$ cat src/rtl/keypad_scanner_if.sv
`default_nettype none
// ============================================================================
//  Module      : keypad_scanner_if
//  Description : Bundle between the 4x4 keypad scanner and its surroundings:
//                row sense / column drive toward the keypad matrix, and the
//                digit / digitValid / keyHeld result toward the lock.
//                master = scanner side, slave = keypad + consumer side.
//  Revision    : 1.0  initial release
// ============================================================================
interface keypad_scanner_if;
  logic [3:0] rowIn;       // keypad rows, active-low, asynchronous to CLK
  logic [3:0] colOut;      // column drive, one-cold active-low
  logic [3:0] digit;       // code of last accepted key
  logic       digitValid;  // one-cycle strobe per accepted code
  logic       keyHeld;     // accepted key still down / release being debounced

  modport master (
    input  rowIn,
    output colOut,
    output digit,
    output digitValid,
    output keyHeld
  );

  modport slave (
    output rowIn,
    input  colOut,
    input  digit,
    input  digitValid,
    input  keyHeld
  );
endinterface
`default_nettype wire

$ cat src/rtl/keypad_scanner.sv
`default_nettype none
// ============================================================================
//  Module      : keypad_scanner
//  Description : 4x4 active-low matrix keypad scanner. Rotates a single low
//                column, synchronises the rows, debounces press and release,
//                and emits one key code per press on digit with a one-cycle
//                digitValid strobe.
//                Optional feature macro: KEYPAD_REPEAT_EN adds auto-repeat
//                strobes while the accepted key stays down.
//  Revision    : 1.0  initial release
// ============================================================================
module keypad_scanner #(
  parameter int SCAN_DIV      = 100,
  parameter int DEBOUNCE_CNT  = 1000,
  parameter int REPEAT_DELAY  = 50000,
  parameter int REPEAT_PERIOD = 10000
) (
  input  wire logic         CLK,
  input  wire logic         RST,
  keypad_scanner_if.master  kp
);

  // Counter widths follow their largest terminal value.
  localparam int DIV_W = (SCAN_DIV > 1)     ? $clog2(SCAN_DIV)     : 1;
  localparam int DEB_W = (DEBOUNCE_CNT > 1) ? $clog2(DEBOUNCE_CNT) : 1;

  localparam logic [DIV_W-1:0] c_div_last = DIV_W'(SCAN_DIV - 1);
  localparam logic [DEB_W-1:0] c_deb_last = DEB_W'(DEBOUNCE_CNT - 1);
  localparam logic [3:0]       c_col0     = 4'b1110;
  localparam logic [3:0]       c_rows_idle = 4'hF;

  // Parameter domain guard: unsupported values stop elaboration.
  if ((SCAN_DIV < 4) || (DEBOUNCE_CNT < 2) || (REPEAT_DELAY < 2) || (REPEAT_PERIOD < 1)) begin : g_param_check
    $error("keypad_scanner: parameter value out of supported range");
  end

  typedef enum logic [1:0] {
    S_SCAN  = 2'd0,
    S_PRESS = 2'd1,
    S_HELD  = 2'd2
  } state_t;

  // True when exactly one of the four active-low bits is low.
  function automatic logic is_one_cold(input logic [3:0] v);
    logic r;
    r = (v == 4'b1110) || (v == 4'b1101) || (v == 4'b1011) || (v == 4'b0111);
    return r;
  endfunction

  // Position of the low bit in a one-cold vector.
  function automatic logic [1:0] cold_index(input logic [3:0] v);
    logic [1:0] r;
    case (v)
      4'b1101: r = 2'd1;
      4'b1011: r = 2'd2;
      4'b0111: r = 2'd3;
      default: r = 2'd0;
    endcase
    return r;
  endfunction

  // Keypad legend: row 3 carries '*'(14), '0', '#'(15), 'D'(13).
  function automatic logic [3:0] keymap(input logic [1:0] r, input logic [1:0] c);
    logic [3:0] k;
    case ({r, c})
      4'h0: k = 4'd1;   4'h1: k = 4'd2;   4'h2: k = 4'd3;   4'h3: k = 4'd10;
      4'h4: k = 4'd4;   4'h5: k = 4'd5;   4'h6: k = 4'd6;   4'h7: k = 4'd11;
      4'h8: k = 4'd7;   4'h9: k = 4'd8;   4'hA: k = 4'd9;   4'hB: k = 4'd12;
      4'hC: k = 4'd14;  4'hD: k = 4'd0;   4'hE: k = 4'd15;  default: k = 4'd13;
    endcase
    return k;
  endfunction

  state_t           state_q;
  logic [3:0]       sync1_q;
  logic [3:0]       rowS_q;
  logic [DIV_W-1:0] divCnt_q;
  logic [DEB_W-1:0] debCnt_q;
  logic [3:0]       colOut_q;
  logic [3:0]       rowPat_q;
  logic [3:0]       digit_q;
  logic             digitValid_q;
  logic             keyHeld_q;

  logic [3:0]       keyCode_d;
  logic [3:0]       colRot_d;

`ifdef KEYPAD_REPEAT_EN
  localparam int REP_MAX = (REPEAT_DELAY > REPEAT_PERIOD) ? REPEAT_DELAY : REPEAT_PERIOD;
  localparam int REP_W   = (REP_MAX > 1) ? $clog2(REP_MAX) : 1;
  localparam logic [REP_W-1:0] c_dly_last = REP_W'(REPEAT_DELAY - 1);
  localparam logic [REP_W-1:0] c_per_last = REP_W'(REPEAT_PERIOD - 1);

  logic [REP_W-1:0] repCnt_q;
  logic             repPhase_q;   // 0: waiting initial delay, 1: periodic repeats
`endif

  // Code for the latched row against the frozen column, and the next column.
  always_comb begin
    keyCode_d = keymap(cold_index(rowPat_q), cold_index(colOut_q));
    colRot_d  = {colOut_q[2:0], colOut_q[3]};
  end

  // Row synchroniser plus scan / debounce state machine with registered outputs.
  always_ff @(posedge CLK) begin
    if (RST) begin
      state_q      <= S_SCAN;
      sync1_q      <= 4'hF;
      rowS_q       <= 4'hF;
      divCnt_q     <= '0;
      debCnt_q     <= '0;
      colOut_q     <= c_col0;
      rowPat_q     <= 4'hF;
      digit_q      <= 4'd0;
      digitValid_q <= 1'b0;
      keyHeld_q    <= 1'b0;
`ifdef KEYPAD_REPEAT_EN
      repCnt_q     <= '0;
      repPhase_q   <= 1'b0;
`endif
    end else begin
      sync1_q      <= kp.rowIn;
      rowS_q       <= sync1_q;
      digitValid_q <= 1'b0;

      case (state_q)
        S_SCAN: begin
          if (divCnt_q == c_div_last) begin
            divCnt_q <= '0;
            if (is_one_cold(rowS_q)) begin
              // Single key seen on this column: freeze column and debounce it.
              rowPat_q <= rowS_q;
              debCnt_q <= '0;
              state_q  <= S_PRESS;
            end else begin
              // Nothing, or an ambiguous multi-key pattern: keep scanning.
              colOut_q <= colRot_d;
            end
          end else begin
            divCnt_q <= divCnt_q + 1'b1;
          end
        end

        S_PRESS: begin
          if (rowS_q == rowPat_q) begin
            if (debCnt_q == c_deb_last) begin
              digit_q      <= keyCode_d;
              digitValid_q <= 1'b1;
              keyHeld_q    <= 1'b1;
              debCnt_q     <= '0;
              state_q      <= S_HELD;
`ifdef KEYPAD_REPEAT_EN
              repCnt_q     <= '0;
              repPhase_q   <= 1'b0;
`endif
            end else begin
              debCnt_q <= debCnt_q + 1'b1;
            end
          end else begin
            // Bounce: resume scanning on the same column from a fresh dwell.
            debCnt_q <= '0;
            divCnt_q <= '0;
            state_q  <= S_SCAN;
          end
        end

        S_HELD: begin
          if (rowS_q == c_rows_idle) begin
            if (debCnt_q == c_deb_last) begin
              keyHeld_q <= 1'b0;
              debCnt_q  <= '0;
              divCnt_q  <= '0;
              colOut_q  <= c_col0;
              state_q   <= S_SCAN;
            end else begin
              debCnt_q <= debCnt_q + 1'b1;
            end
          end else begin
            // Any low row (original key or an extra one) restarts release debounce.
            debCnt_q <= '0;
          end
`ifdef KEYPAD_REPEAT_EN
          if (rowS_q == rowPat_q) begin
            if (repCnt_q == (repPhase_q ? c_per_last : c_dly_last)) begin
              digitValid_q <= 1'b1;
              repCnt_q     <= '0;
              repPhase_q   <= 1'b1;
            end else begin
              repCnt_q <= repCnt_q + 1'b1;
            end
          end else begin
            repCnt_q   <= '0;
            repPhase_q <= 1'b0;
          end
`endif
        end

        default: begin
          // Illegal encoding: recover to a clean scan from column 0.
          state_q   <= S_SCAN;
          divCnt_q  <= '0;
          debCnt_q  <= '0;
          keyHeld_q <= 1'b0;
          colOut_q  <= c_col0;
        end
      endcase
    end
  end

  assign kp.colOut     = colOut_q;
  assign kp.digit      = digit_q;
  assign kp.digitValid = digitValid_q;
  assign kp.keyHeld    = keyHeld_q;

endmodule
`default_nettype wire
$ cat src/flat_wrapper.sv
// flat-port wrapper written by rule: the top's interface ports become plain ports
module keypad_scanner_flat 
#(
  parameter int SCAN_DIV      = 100,
  parameter int DEBOUNCE_CNT  = 1000,
  parameter int REPEAT_DELAY  = 50000,
  parameter int REPEAT_PERIOD = 10000
)
  (CLK, RST, kp_rowIn, kp_colOut, kp_digit, kp_digitValid, kp_keyHeld);
  keypad_scanner_if kp_i ();
  input  wire logic CLK;
  input  wire logic RST;
  input wire logic [$bits(kp_i.rowIn)-1:0] kp_rowIn;
  output wire logic [$bits(kp_i.colOut)-1:0] kp_colOut;
  output wire logic [$bits(kp_i.digit)-1:0] kp_digit;
  output wire logic [$bits(kp_i.digitValid)-1:0] kp_digitValid;
  output wire logic [$bits(kp_i.keyHeld)-1:0] kp_keyHeld;
  assign kp_i.rowIn = kp_rowIn;
  assign kp_colOut = kp_i.colOut;
  assign kp_digit = kp_i.digit;
  assign kp_digitValid = kp_i.digitValid;
  assign kp_keyHeld = kp_i.keyHeld;
  keypad_scanner #(.SCAN_DIV(SCAN_DIV), .DEBOUNCE_CNT(DEBOUNCE_CNT), .REPEAT_DELAY(REPEAT_DELAY), .REPEAT_PERIOD(REPEAT_PERIOD)) u_core (.CLK(CLK), .RST(RST), .kp(kp_i));
endmodule
$ cat config.mk
export PLATFORM = sky130hd
export DESIGN_NAME = keypad_scanner_flat
export DESIGN_NICKNAME = d
export VERILOG_FILES = /design/src/rtl/keypad_scanner_if.sv /design/src/rtl/keypad_scanner.sv /design/src/flat_wrapper.sv
export SDC_FILE = /design/constraint.sdc
export NUM_CORES = 1
export LEC_CHECK = 0
export BUFFER_PORTS_ARGS = -buffer_cell sky130_fd_sc_hd__buf_2
export CORE_MARGIN = 1
export CORE_UTILIZATION = 55
export CTS_CLUSTER_SIZE = 40
export DETAILED_ROUTE_END_ITERATION = 10
export PLACE_DENSITY = 0.75
export RECOVER_POWER = 25
export SKIP_LAST_GASP = 1
export SLEW_MARGIN = 20
export SYNTH_ARGS = -nofsm -noshare
export SYNTH_HDL_FRONTEND = slang
export SYNTH_SLANG_ARGS = --single-unit
$ cat constraint.sdc
create_clock -name CLK -period 3.38 [get_ports CLK]
set_input_delay 0.845 -clock CLK [delete_from_list [all_inputs] [get_ports CLK]]
set_output_delay 0.845 -clock CLK [all_outputs]
set_load 0.02 [all_outputs]
; Yosys cells after proc, flatten, opt, wreduce, memory -nomap -nowiden
; Memory sizes are Yosys's and may differ from the RTL's. A register that Yosys moved wholly into a read port is not among the register bits.
; Cells that the tools add are included.
[op_classes]
add_sub_neg = 2
eq_ne = 25
muxes = 31
n_bitwise = 3
reduce_logical = 12
[ops]
columns = operator, n
row1 = $mux W10, 5
row2 = $eq A4 B4 Y1 const B, 8
row3 = $pmux W10 S3, 1
row4 = $mux W7, 4
row5 = $pmux W7 S3, 1
row6 = $pmux W2 S3, 3
row7 = $mux W4, 4
row8 = $reduce_and A5 Y1, 3
row9 = $eq A4 B3 Y1 const B, 3
row10 = $mux W2, 6
row11 = $ne A2 B1 Y1 const B, 6
row12 = $pmux W4 S3, 1
row13 = $add A10 B1 Y10 const B, 1
row14 = $eq A10 B10 Y1 const B, 1
row15 = $reduce_and A3 Y1, 3
row16 = $add A7 B1 Y7 const B, 1
row17 = $eq A7 B7 Y1 const B, 1
row18 = $mux W1, 5
row19 = $eq A4 B4 Y1, 1
row20 = $ne A2 B2 Y1 const B, 2
row21 = $logic_or A1 B1 Y1, 3
row22 = $ne A3 B3 Y1 const B, 1
row23 = $not A1 Y1, 3
row24 = $pmux W1 S3, 1
row25 = other kinds (5), 5
[word_totals]
regBits = 37
rom_bits = 64
inputBits = 6
out_inout_bits = 10
word_cells = 83
mem_count = 1
[mem_list]
columns = memory, words, width, read_ports, rd_clocked_by_memory_dff, wr, line_no
row1 = (no name shown), 16, 4, 1, 1, 0, keypad_scanner.sv:65  ; case ({r, c})

; Logic depth before layout (Yosys ltp)
[depth]
word_depth = 7
depth_mapped = 8
ltp_nobuf = 8

; Worst setup path before layout
; OpenSTA, ideal clock, no wires.
[synth_timing]
kind = register -> register
from = register u_core.debCnt_q[0]
to = register u_core.divCnt_q[6]
arrival_ns = 1.831
required_time_ns = 3.311
slack_ns = 1.481
stages_incl_launch_ff = 7
n_path_buf = 0
period_less_slack_ns = 1.899
path_cell_list = dfxtp_1 -> ha_1 -> nand4b_2 -> o41ai_4 -> o2111ai_2 -> or4_1 -> o21ai_1
[synth_between]
elab_chain_len = 3
[synth_lines]
columns = element, line_no
row1 = start: declaration, keypad_scanner.sv:78  ; logic [DEB_W-1:0] debCnt_q;
row2 = start signal: assignment, keypad_scanner.sv:157  ; debCnt_q <= debCnt_q + 1'b1;
row3 = start signal: assignment, keypad_scanner.sv:176  ; debCnt_q <= debCnt_q + 1'b1;
row4 = $eq A10 B10 Y1, keypad_scanner.sv:169  ; if (debCnt_q == c_deb_last) begin
row5 = $ne A2 B1 Y1 (no line), n/a
row6 = $reduce_and A3 Y1 (no line), n/a
row7 = end signal: assignment, keypad_scanner.sv:140  ; divCnt_q <= divCnt_q + 1'b1;
row8 = end: declaration, keypad_scanner.sv:77  ; logic [DIV_W-1:0] divCnt_q;
; Every way passes these cells.
; A chain may end at the register's enable or synchronous reset.

; Worst setup path in the final report
[layout_timing]
from = input RST
to = register u_core.divCnt_q[5]
[layout_rtl]
columns = element, line_no
row1 = start: declaration, flat_wrapper.sv:12  ; input wire logic RST;
; No word-level cell between the ends.

==> metrics.md <==
| Metric | Value |
|---|---|
| Initial antenna violation count | `0` |
| Worst-Skew Late Latency | `just under 0.3 ns` |
| PwrDens | `about 380 nW/µm²` |
| Gr usage total | `0.214` |
| DRC Markers | `0` |
| Worst Hold Class | `reg2reg` |
| Worst-margin pin slew | `between 1 and 1.5 ns` |
| Arrival time at the worst endpoint | `between 2 and 3 ns` |
| Syn Inst Count | `~260` |
| Cts hold-fix bufs | `0` |
| Yosys reg bits | `between 40 and 50` |
| Biggest area consumer among synthesized cells | `dfxtp_1` |
| H-tree lvl count | `2` |
| Top cell family by delay on the critical path | `buffers and inverters` |
| Post-CTS Setup Inserts | `0` |
| Syn nets | `~270` |
| Final Critical Period | `2.66 ns` |
| Worst R2R End | `u_core.debCnt_q[8]` |
| Clock root buffer | `clkbuf_8` |
| CTS Buffer Depth | `2` |
| Ys flop type | `dfxtp_1` |
| EDFF count, synth | `0` |
| Setup TNS | `0 ns` |
| Finished Cell Area | `between 2000 and 2500 µm²` |
| Worst Hold Depth | `1` |
| Distinct cells, synth | `51` |
| Synth area leaders | `dfxtp_1 (36%), mux2i_1 (5.7%), ha_1 (5.5%), nand2_1 (4.6%), nand3_1 (4.1%)` |
| Hold Violations, Final | `0` |
| Count of final setup violators | `0` |
| Max cap viols | `0` |
| Met1 Wirelength | `between 2 and 2.5 mm` |
| Fmax achieved | `between 0.3 and 0.4 GHz` |
| Worst slew margin | `0.0371` |
| Global route overflow | `0` |
| Commonest cells after routing, fill and taps aside | `dfxtp_1 (41), nand2_1 (28), nand3_1 (19), nor2_1 (14), mux2i_1 (13)` |
| WL per Instance | `about 14 µm` |
| Cts repair resizes | `0` |
| Mapped cell area | `2290 µm²` |
| Die area | `approximately 4400 µm²` |
| Top routing layer in use | `met4` |
| CP Depth | `3` |
| Final ANT Viol Nets | `0` |
| Status | `complete, no violations` |
| DRT Pass-1 Iters | `4` |
| Leakage | `0.981 nW` |
| Via density per instance | `approximately 6` |
| Crit path largest cell delay | `1.02 ns` |
| Die extent in x | `~67 µm` |
| Worst Hold End | `u_core.rowS_q[0]` |
| CP bufs+invs | `2` |
| Register area | `just over 800 µm²` |
| Asr flop ratio synth | `0` |
| Cell chain of the critical path | `clkbuf_1, inv_1, a32o_1` |
| DIE HEIGHT | `around 67 µm` |
| Total Wirelength | `4.28 mm` |
| Antenna cell count | `0` |
| Synthesized area per cell | `8.89 µm²` |
| CP max stage cell | `clkbuf_1` |
| Peak VDD IR | `0.325 mV` |
| Nets@finish | `approximately 280` |
| Worst r2r path cells | `6` |
| Met2 routed wirelength | `between 1.5 and 2 mm` |
| Multi-input logic area | `approximately 1400 µm²` |
| R2r setup slk | `roughly 1.1 ns` |
| I/O pin cnt | `16` |
| Critical Path RT | `~3.6 ns` |
| Via count | `approximately 1,800` |
| Hold Slack | `approximately 0.41 ns` |
| Commonest non-fill, non-tap cell in the layout | `dfxtp_1` |
| Share of layout cells above drive strength 1 | `0.163` |
| Met3 WL | `around 160 µm` |
| RSZ-0062 raised after global routing | `no` |
| CTS tree | `done` |
| CP Capture Type | `register` |
| Yosys top cell area share | `0.358` |
| Reg clk slew, reported paths | `about 0.08 ns` |
| Worst r2r src | `u_core.divCnt_q[0]` |
| Core Footprint | `roughly 4000 µm²` |
| 1st-iter DRT viols | `148` |
| Vias in the first global route | `1,550` |
| GPL Wtd Cong | `between 0.8 and 0.9` |
| Largest net degree at the start of global routing | `38` |
| Number of buffers created by CTS | `5` |
| Worst hold start | `u_core.sync1_q[0]` |
| Clk sinks | `between 40 and 50` |
| Yosys warning total | `0` |
| Fin crit share | `0.788` |
| Area grow syn2layout | `7.42%` |
| First-pass GRT wire length | `around 7.3 mm` |
| Max Slew Vio Count | `0` |
| Initial Utilization | `0.574` |
| Dpl hpwl | `~2.9 mm` |
| Standard-cell rows | `23` |
| Critical Path Start Type | `input pin` |
| Sequential area share after synthesis | `0.358` |
| Fillers | `352` |
| Worst-path fanout max | `37` |
| IO Port Bufs | `15` |
| DP Area | `around 2400 µm²` |
| Crit Path Class | `in2reg` |
| Final Skew | `0.00742 ns` |
-- cell families after synthesis --
group | count (synthesis) | share of synthesized area
simple gates | 115 | 0.287
compound gates | 43 | 0.146
flops | 41 | 0.358
buf+inv | 26 | 0.0480
mux | 14 | 0.0665
fa+ha+maj | 10 | 0.0545
xor+xnor | 9 | 0.0409
-- state kept, by name, indices dropped and copies added (netlist names) --
name                  count
u_core.kp.keyHeld         1
u_core.rowS_q             4
u_core.kp.digit           4
u_core.kp.colOut          4
u_core.kp.digitValid      1
u_core.state_q            2
u_core.rowPat_q           4
u_core.divCnt_q           7
u_core.sync1_q            4
u_core.debCnt_q          10
-- cell type report --
cell class | count | area share
tap | 50 | 0.0254
inverter | 9 | 0.0137
timing repair buffer | 15 | 0.0279
clock buffer | 5 | 0.0279
sequential | 41 | 0.333
multi-input combinational | 191 | 0.553
clock inverter | 3 | 0.0188
-- cell usage after synthesis, types with 6 or more instances --
cell,count
nor2_1,14
nand3_1,19
a21oi_1,9
mux2i_1,13
ha_1,10
a31oi_1,8
clkbuf_1,9
nand2_1,28
nor3_1,7
nand4b_1,6
dfxtp_1,41
or2_2,12
inv_1,9
nand4_1,9
-- metal layers --
layer | up-vias | track usage
met3 | 5 | 0.0582
met2 | 32 | 0.340
li1 | 947 | -
met4 | 0 | 0.0399
met5 | - | 0
met1 | 861 | 0.289
-- worst max path at each step --
| stage | startpoint | endpoint |
|---|---|---|
| floorplan | u_core.debCnt_q[0] | u_core.divCnt_q[6] |
| global placement | u_core.debCnt_q[0] | u_core.state_q[0] |
| detailed placement | u_core.debCnt_q[0] | u_core.state_q[0] |
| CTS | u_core.divCnt_q[0] | u_core.debCnt_q[8] |
| global route | RST | u_core.divCnt_q[5] |
| finish | RST | u_core.divCnt_q[5] |
-- per-stage QoR --
| stage | total power [mW] | setup WS, ns | util | cells |
|---|---|---|---|---|
| after floorplan | 0.543 | 1.48 | - | 258 |
| after global placement | 0.550 | 1.15 | 0.589 | 306 |
| after detailed placement | 0.550 | 1.12 | 0.589 | 306 |
| after CTS | 0.948 | 1.10 | 0.618 | 314 |
| after global routing | 0.974 | 0.497 | 0.616 | 314 |
| final | 0.941 | 0.718 | 0.616 | 314 |
-- worst register-to-register path, delay by kind of cell, from the launching register on --
kind            cells  cell delay [ns]
compound gates      2             0.56
fa+ha+maj           1             0.22
flops               1             0.37
simple gates        3             1.09
-- power breakdown --
group	total [mW]	internal, mW	switching [mW]
clock network	0.402	0.221	0.181
logic	0.0411	0.0176	0.0234
registers	0.498	0.490	0.00768
Note: power is estimated with default switching activity, not from simulation.
